**src/rtl/tick_timer_pkg.sv**
```systemverilog
// Shared state type, mode encoding and channel-count limits for the tick timer bank.
package tick_timer_pkg;

   typedef enum logic {
      IDLE = 1'b0,
      RUN  = 1'b1
   } state_t;

   localparam logic MODE_ONESHOT  = 1'b0;
   localparam logic MODE_PERIODIC = 1'b1;

   localparam int CH_MIN = 1;
   localparam int CH_MAX = 8;

   function automatic bit ch_in_range(input int ch);
      return (ch >= CH_MIN) && (ch <= CH_MAX);
   endfunction

endpackage

```
**src/rtl/tick_timer_bank_if.sv**
```systemverilog
// Control/status bundle of the tick timer bank; the pause lane exists only
// when TICK_TIMER_PAUSE_EN is defined.
interface tick_timer_bank_if #(
   parameter int CH = 2,
   parameter int W  = 8
);
   logic            tick_in;
   logic [CH-1:0]   start;
   logic [CH-1:0]   stop;
   logic [CH-1:0]   mode;
   logic [CH*W-1:0] period;
`ifdef TICK_TIMER_PAUSE_EN
   logic [CH-1:0]   pause;
`endif
   logic [CH-1:0]   timeout;
   logic [CH-1:0]   busy;
   logic [CH*W-1:0] elapsed;

`ifdef TICK_TIMER_PAUSE_EN
   modport master (
      output tick_in, start, stop, mode, period, pause,
      input  timeout, busy, elapsed
   );
   modport slave (
      input  tick_in, start, stop, mode, period, pause,
      output timeout, busy, elapsed
   );
`else
   modport master (
      output tick_in, start, stop, mode, period,
      input  timeout, busy, elapsed
   );
   modport slave (
      input  tick_in, start, stop, mode, period,
      output timeout, busy, elapsed
   );
`endif

endinterface

```
**src/rtl/tick_timer_chan.sv**
```systemverilog
// One timer channel: counts base ticks up to a latched period, pulses timeout,
// one-shot or periodic. Optional pause input under TICK_TIMER_PAUSE_EN.
module tick_timer_chan
   import tick_timer_pkg::*;
#(
   parameter int W = 8
) (
   input  logic         clk,
   input  logic         rst,
   input  logic         tick_in,
   input  logic         start,
   input  logic         stop,
   input  logic         mode,
   input  logic [W-1:0] period,
`ifdef TICK_TIMER_PAUSE_EN
   input  logic         pause,
`endif
   output logic         timeout,
   output logic         busy,
   output logic [W-1:0] elapsed
);

   state_t       state_reg, state_next;
   logic [W-1:0] period_reg, period_next;
   logic [W-1:0] elapsed_reg, elapsed_next;
   logic         mode_reg, mode_next;
   logic         timeout_reg, timeout_next;
   logic         start_ok;
   logic         count_tick;
   logic         terminal;

   // A zero period would never complete, so such a start is simply ignored.
   assign start_ok = start && (period != '0);

`ifdef TICK_TIMER_PAUSE_EN
   assign count_tick = tick_in && !pause && (state_reg == RUN);
`else
   assign count_tick = tick_in && (state_reg == RUN);
`endif

   assign terminal = (elapsed_reg == (period_reg - W'(1)));

   always_ff @(posedge clk) begin
      if (!rst) begin
         state_reg   <= IDLE;
         period_reg  <= '0;
         elapsed_reg <= '0;
         mode_reg    <= MODE_ONESHOT;
         timeout_reg <= 1'b0;
      end else begin
         state_reg   <= state_next;
         period_reg  <= period_next;
         elapsed_reg <= elapsed_next;
         mode_reg    <= mode_next;
         timeout_reg <= timeout_next;
      end
   end

   // Priority: stop, then (re)start, then tick counting.
   always_comb begin
      state_next = state_reg;
      if (stop) begin
         state_next = IDLE;
      end else if (start_ok) begin
         state_next = RUN;
      end else if (count_tick && terminal && (mode_reg == MODE_ONESHOT)) begin
         state_next = IDLE;
      end
   end

   always_comb begin
      period_next  = period_reg;
      mode_next    = mode_reg;
      elapsed_next = elapsed_reg;
      timeout_next = 1'b0;
      if (stop) begin
         elapsed_next = '0;
      end else if (start_ok) begin
         period_next  = period;
         mode_next    = mode;
         elapsed_next = '0;
      end else if (count_tick) begin
         if (terminal) begin
            elapsed_next = '0;
            timeout_next = 1'b1;
         end else begin
            elapsed_next = elapsed_reg + W'(1);
         end
      end
   end

   assign timeout = timeout_reg;
   assign busy    = (state_reg == RUN);
   assign elapsed = elapsed_reg;

endmodule

```
**src/rtl/tick_timer_bank.sv**
```systemverilog
// Bank of CH independent tick timer channels sharing one base tick.
// Build option: TICK_TIMER_PAUSE_EN adds a per-channel pause lane.
module tick_timer_bank
   import tick_timer_pkg::*;
#(
   parameter int CH = 2,
   parameter int W  = 8
) (
   input  logic             clk,
   input  logic             rst,
   tick_timer_bank_if.slave bus
);

   if (!ch_in_range(CH)) begin : g_bad_ch
      $error("tick_timer_bank: CH out of range");
   end

   for (genvar gi = 0; gi < CH; gi++) begin : g_chan
      tick_timer_chan #(
         .W(W)
      ) u_chan (
         .clk     (clk),
         .rst     (rst),
         .tick_in (bus.tick_in),
         .start   (bus.start[gi]),
         .stop    (bus.stop[gi]),
         .mode    (bus.mode[gi]),
         .period  (bus.period[gi*W +: W]),
`ifdef TICK_TIMER_PAUSE_EN
         .pause   (bus.pause[gi]),
`endif
         .timeout (bus.timeout[gi]),
         .busy    (bus.busy[gi]),
         .elapsed (bus.elapsed[gi*W +: W])
      );
   end

endmodule

```
**src/flat_wrapper.sv**
```systemverilog
// flat-port wrapper written by rule: the top's interface ports become plain ports
module tick_timer_bank_flat import tick_timer_pkg::*;
#(
   parameter int CH = 2,
   parameter int W  = 8
)
  (clk, rst, bus_tick_in, bus_start, bus_stop, bus_mode, bus_period, bus_timeout, bus_busy, bus_elapsed);
  tick_timer_bank_if #(.CH(CH), .W(W)) bus_i ();
  input  logic clk;
  input  logic rst;
  input wire logic [$bits(bus_i.tick_in)-1:0] bus_tick_in;
  input wire logic [$bits(bus_i.start)-1:0] bus_start;
  input wire logic [$bits(bus_i.stop)-1:0] bus_stop;
  input wire logic [$bits(bus_i.mode)-1:0] bus_mode;
  input wire logic [$bits(bus_i.period)-1:0] bus_period;
  output wire logic [$bits(bus_i.timeout)-1:0] bus_timeout;
  output wire logic [$bits(bus_i.busy)-1:0] bus_busy;
  output wire logic [$bits(bus_i.elapsed)-1:0] bus_elapsed;
  assign bus_i.tick_in = bus_tick_in;
  assign bus_i.start = bus_start;
  assign bus_i.stop = bus_stop;
  assign bus_i.mode = bus_mode;
  assign bus_i.period = bus_period;
  assign bus_timeout = bus_i.timeout;
  assign bus_busy = bus_i.busy;
  assign bus_elapsed = bus_i.elapsed;
  tick_timer_bank #(.CH(CH), .W(W)) u_core (.clk(clk), .rst(rst), .bus(bus_i));
endmodule
```
**config.mk**
```make
export PLATFORM = sky130hd
export DESIGN_NAME = tick_timer_bank_flat
export DESIGN_NICKNAME = d
export VERILOG_FILES = /design/src/rtl/tick_timer_pkg.sv /design/src/rtl/tick_timer_bank_if.sv /design/src/rtl/tick_timer_chan.sv /design/src/rtl/tick_timer_bank.sv /design/src/flat_wrapper.sv
export SDC_FILE = /design/constraint.sdc
export NUM_CORES = 1
export LEC_CHECK = 0
export BUFFER_PORTS_ARGS = -buffer_cell sky130_fd_sc_hd__clkbuf_2
export CORE_MARGIN = 10
export CORE_UTILIZATION = 54
export CTS_CLUSTER_DIAMETER = 30
export CTS_CLUSTER_SIZE = 28
export DETAILED_ROUTE_END_ITERATION = 7
export PLACE_DENSITY = 0.76
export SETUP_SLACK_MARGIN = 0.3
export SLEW_MARGIN = 25
export SYNTH_ARGS = -nofsm -noshare
export SYNTH_HDL_FRONTEND = slang
export SYNTH_SLANG_ARGS = --single-unit
export TNS_END_PERCENT = 5
```
**constraint.sdc**
```tcl
create_clock -name clk -period 2.5 [get_ports clk]
set_input_delay 0.5 -clock clk [delete_from_list [all_inputs] [get_ports clk]]
set_output_delay 0.5 -clock clk [all_outputs]
set_load 0.05 [all_outputs]
```
-- After elaboration in Yosys (flattened, before gate mapping)
Index checks and enable logic that the tools add are counted.
- register bits after elaboration: 38
- bits of input ports: 25
- output and inout bits: 20
- word-level logic and storage cells: 51
- $add $sub $neg: 4
- eq/ne operators: 2
- muxes and demuxes: 8
- bitwise operators: 7
- reductions and logical operators: 20
- operator list (kind ; count):
    8-bit by 1-bit adder with 8-bit output (second input constant) ; 2
    8-bit equality test ; 2
    8-bit 2-to-1 mux ; 2
    8-bit nonzero test ; 2
    8-bit by 1-bit subtractor with 8-bit output (second input constant) ; 2
    1-bit logical AND ; 8
    4-bit OR reduction ; 2
    1-bit inverter ; 7
    1-bit 2-to-1 mux ; 6
    3-bit OR reduction ; 2
    2-bit AND reduction ; 2
    2-bit nonzero test ; 2
    2-bit OR reduction ; 2

-- Depth between registers and ports, before layout
- depth after elaboration: 6
- depth in mapped cells: 9

-- Modules after synthesis
A second synthesis with hierarchy kept.
- cell total of the unflattened synthesis: 244
- area, all modules: 2187.1 µm²
- by module, submodules not included (module ; times used ; cells each ; area an instance (µm²)):
    tick_timer_chan ; 2 ; 122 ; 1093.5

-- Worst setup path before layout
Ideal clock, no wire load.
- path kind: register to register
- start point: register u_core.g_chan[0].u_chan.elapsed_reg[5]
- end point: register u_core.g_chan[0].u_chan.elapsed_reg[2]
- library setup time: 119 ps
- arrival: 2181 ps
- slack: 201 ps
- cell stages (with the launch flop): 7
- buffers on the path: 0
- cells stage by stage: dfxtp_1 > xnor2_1 > or4_4 > a2111oi_4 > nand4_4 > o21bai_4 > nor2_1
- longest elaborated chain between the ends: 2
- ends and longest elaborated chain (element ; line ; RTL):
    start, declared ; tick_timer_chan.sv:25 ; logic [W-1:0] elapsed_reg, elapsed_next;
    start signal, assigned ; tick_timer_chan.sv:53 ; elapsed_reg <= elapsed_next;
    8-bit equality test ; tick_timer_chan.sv:41 ; assign terminal = (elapsed_reg == (period_reg - W'(1)));
    8-bit 2-to-1 mux ; tick_timer_chan.sv:83 ; if (terminal) begin
No other way between the ends.
A chain may end at the register's enable or synchronous reset.

-- Worst setup path in the final report
- start point: register u_core.g_chan[0].u_chan.period_reg[2]
- end point: register u_core.g_chan[0].u_chan.elapsed_reg[6]
- longest elaborated chain between the ends: 3
- ends and longest elaborated chain (element ; line ; RTL):
    start, declared ; tick_timer_chan.sv:24 ; logic [W-1:0] period_reg, period_next;
    start signal, assigned ; tick_timer_chan.sv:52 ; period_reg <= period_next;
    8-bit by 1-bit subtractor with 8-bit output ; tick_timer_chan.sv:41 ;
    8-bit equality test ; tick_timer_chan.sv:41 ;
    8-bit 2-to-1 mux ; tick_timer_chan.sv:83 ;
No other way between the ends.

==> flow_summary_export.csv <==
group,metric,value,unit
status,status,"completed",
pwr,intPower,893.4,uW
final_layout,syn_to_final_growth,15.24,%
placement,pre_cts_slack,0.2884,ns
sta,finalHoldViolCount,0,
final_layout,fillers,335,
detailed_routing,drt_iter0_markers,102,
die,core.rowCount,22,
setup_path,crit_slowest_cell,"or4_4",
sta,relSlewSlack,34.82,%
sta,min_period,2.147,ns
detailed_routing,ant_nets,0,
global_routing,overflow,0,
pwr,p_leak,0.0009437,uW
synth,synth_top_family_by_area,"simple AND/OR/NAND/NOR gates",
setup_path,critPathLaunchType,"register",
synth,synth_mux_area_share,8.506,%
final_layout,layout-drive-gt1-share,22.34,%
job,drv_cap,0,
pwr,power_switching,329.8,uW
pwr,p_seq_share,52.5,%
sta,rsz0062_at_grt,"true",
die,start_util,57.00,%
global_routing,grt_start_max_net_pins,21,
setup_path,crit_type,"register to register",
final_layout,antenna_cells,0,
pwr,p_clk_share,32.7,%
global_routing,antenna_found_initial,0,
detailed_routing,firstDrtPassIters,4,
global_routing,grt_pass1_wl,7941,um
global_routing,grt_pass1_vias,1669,
clocking,cts.clk_slew.worst_paths,0.07,ns
detailed_routing,finalWirelength,4802,um
final_layout,final_cell_mix,"44 x clkbuf_2, 37 x dfxtp_1, 23 x nor2_1",
pwr,p_per_area,501.1,nW/um^2
synth,synth_edf_count,0,
setup_path,end_kind,"register",
synth,synth.avg_cell_area,9.091,um^2
setup_path,crit_fanout,6,
detailed_routing,drc,0,
setup_path,critPathRequiredTime,2.68,ns
sta,worst_slack,0.3527,ns
sta,clock_skew,0.006988,ns
sta,setup_viol,0,
clocking,numCtsBuffers,5,
synth,syn-num-nets,262,
sta,tightest_slew,0.9740,ns
die,die_x,82.63,um
synth,yosys_warnings,0,
die,core_area,3716,um^2
pwr,ir_drop,0.4013,mV
detailed_routing,wl_per_cell,14.96,um
setup_path,arrival,2.33,ns
clocking,clock_sinks,38,
synth,postSynthCellCount,233,
synth,synth_fa_ha_area_share,2.363,%
final_layout,mostFrequentLayoutCell,"clkbuf_2",
pwr,pwr-share-comb,14.8,%
pwr,p_sw_share,26.96,%
final_layout,final_nets,302,
sta,fmax,465.7,MHz
detailed_routing,via_count,1740,
sta,slew_violations,0,
synth,seq_area_frac_synth,35.91,%
synth,ys_seq_elements,38,
clocking,cts_setup_buffers,0,
clocking,cts_tree,"done",
clocking,clk_latency,0.29,ns
placement,gp_congestion,0.8225,
synth,synthArstFlopShare,0,%
synth,synth-simple-area-share,25.99,%
die,die_h,82.63,um
sta,fin_crit_sh,85.89,%
worst_hold_path,worst_hold_path_type,"input port to register",
sta,tns,0,ns
clocking,h-tree-depth,2,
setup_path,crit_path_max_incr_delay,0.44,ns
setup_path,crit_chain,"or3_1, or4_4, a2111oi_4, nand4_4, o21bai_4, nor2_1",
synth,synth_area,2118,um^2
clocking,clock_path_buffers,2,
clocking,cts_root_buf,"clkbuf_8",
synth,synthXorXnorAreaFrac,14.29,%
placement,portBuffers,44,
global_routing,grt.total_usage,14.92,%
synth,ys.flop_type,"dfxtp_1",
synth,synth_compound_area_share,9.392,%
synth,synth_cell_types,43,
die,ios,45,
die,die_area,6828,um^2
detailed_routing,via_per_inst,5.421,
placement,dp.final_hpwl,3670,um
cells in the mapped netlist, types with 2 or more instances:
cell type,n,share of area [%]
clkbuf_1,5,0.89
nand2b_1,6,1.8
nor3b_1,2,0.71
and2_1,2,0.59
xor2_1,13,5.4
xnor2_1,19,7.9
buf_1,2,0.35
nand3_1,3,0.71
dfxtp_1,38,36
o31ai_1,2,0.71
nand4_1,8,2.4
buf_4,4,1.4
o21ai_1,3,0.71
o21ai_0,3,0.71
nand2_1,15,2.7
ha_1,4,2.4
and3_1,3,0.89
nor3_1,5,1.2
a21oi_1,7,1.7
mux2i_1,18,8.5
inv_1,5,0.89
nor2b_1,18,5.3
or4_1,4,1.4
nor4_1,3,0.89
nor2_1,23,4.1
power by group through the flow:
stage	Combinational (uW)	Sequential, uW	Clock, uW
6_report	181	642	400
3_5_place_dp	178	655	0
2_1_floorplan	137	649	0
4_1_cts	179	642	406
3_3_place_gp	174	655	0
5_1_grt	202	644	428
per-layer routing:
layer | GRT usage, % | wire length [um] | up-vias
li1 | - | - | 890
met2 | 23.33 | 2204 | 34
met1 | 18.80 | 2227 | 806
met3 | 4.104 | 264 | 10
met4 | 6.522 | 106 | 0
met5 | 0 | 0 | -
final timing paths:
| path | start | endpoint | slack [ns] | cells past startpoint |
|---|---|---|---|---|
| worst max-delay path | u_core.g_chan[0].u_chan.period_reg[2]$_SDFFE_PN0P_ | u_core.g_chan[0].u_chan.elapsed[6]$_SDFFE_PP0P_ | 0.35 | 6 |
| worst min-delay path | bus_period[15] | u_core.g_chan[1].u_chan.period_reg[7]$_SDFFE_PN0P_ | 0.48 | 3 |
| worst max register to register | u_core.g_chan[0].u_chan.period_reg[2]$_SDFFE_PN0P_ | u_core.g_chan[0].u_chan.elapsed[6]$_SDFFE_PP0P_ | 0.35 | 6 |
| worst min register to register | u_core.g_chan[1].u_chan.busy$_SDFFE_PP0P_ | u_core.g_chan[1].u_chan.busy$_SDFFE_PP0P_ | 0.51 | 2 |
kinds of logic (layout without fill, tap and decap cells):
kind of cell,Yosys count,in the layout
muxes,18,18
and+or+nand+nor,99,99
xor gates and xnor gates,33,33
buffers and inverters,16,56
AOI/OAI and AO/OA,25,25
adders and majority gates,4,4
DFF,38,38
critical path, delay by kind of cell, from the launching register on:
kind / cells / cell delay (ns)
flops: 1 / 0.35
simple gates: 4 / 1.10
compound gates: 2 / 0.59
cell type report:
| type | count | area [um^2] | share of cell area (%) |
|---|---|---|---|
| Sequential cell | 38 | 762.0 | 31.21 |
| Tap cell | 48 | 60.06 | 2.460 |
| Multi-Input combinational cell | 179 | 1301 | 53.31 |
| Clock inverter | 2 | 10.01 | 0.4100 |
| Clock buffer | 5 | 68.82 | 2.819 |
| Timing Repair Buffer | 44 | 220.2 | 9.021 |
| Inverter | 5 | 18.77 | 0.7688 |
through the flow:
step | total power [uW] | util, % | hold WS (ns) | area, um^2 | cells
after floorplan | 785.5 | - | 0.4725 | 2120 | 233
after global placement | 828.8 | 63.06 | 0.4936 | 2344 | 314
after detailed placement | 832.8 | 63.06 | 0.4982 | 2344 | 314
after CTS | 1226 | 65.19 | 0.4769 | 2422 | 321
after global routing | 1274 | 65.69 | 0.5043 | 2441 | 321
final | 1223 | 65.69 | 0.4769 | 2441 | 321
repair_timing:
action                                  CTS  global route
hold buffers                              0             0
endpoints found under the setup margin    6            15
pin swaps                                 3             0
resized for setup                         0             3
cloned                                    0             0
(Power assumes the default switching activity.)
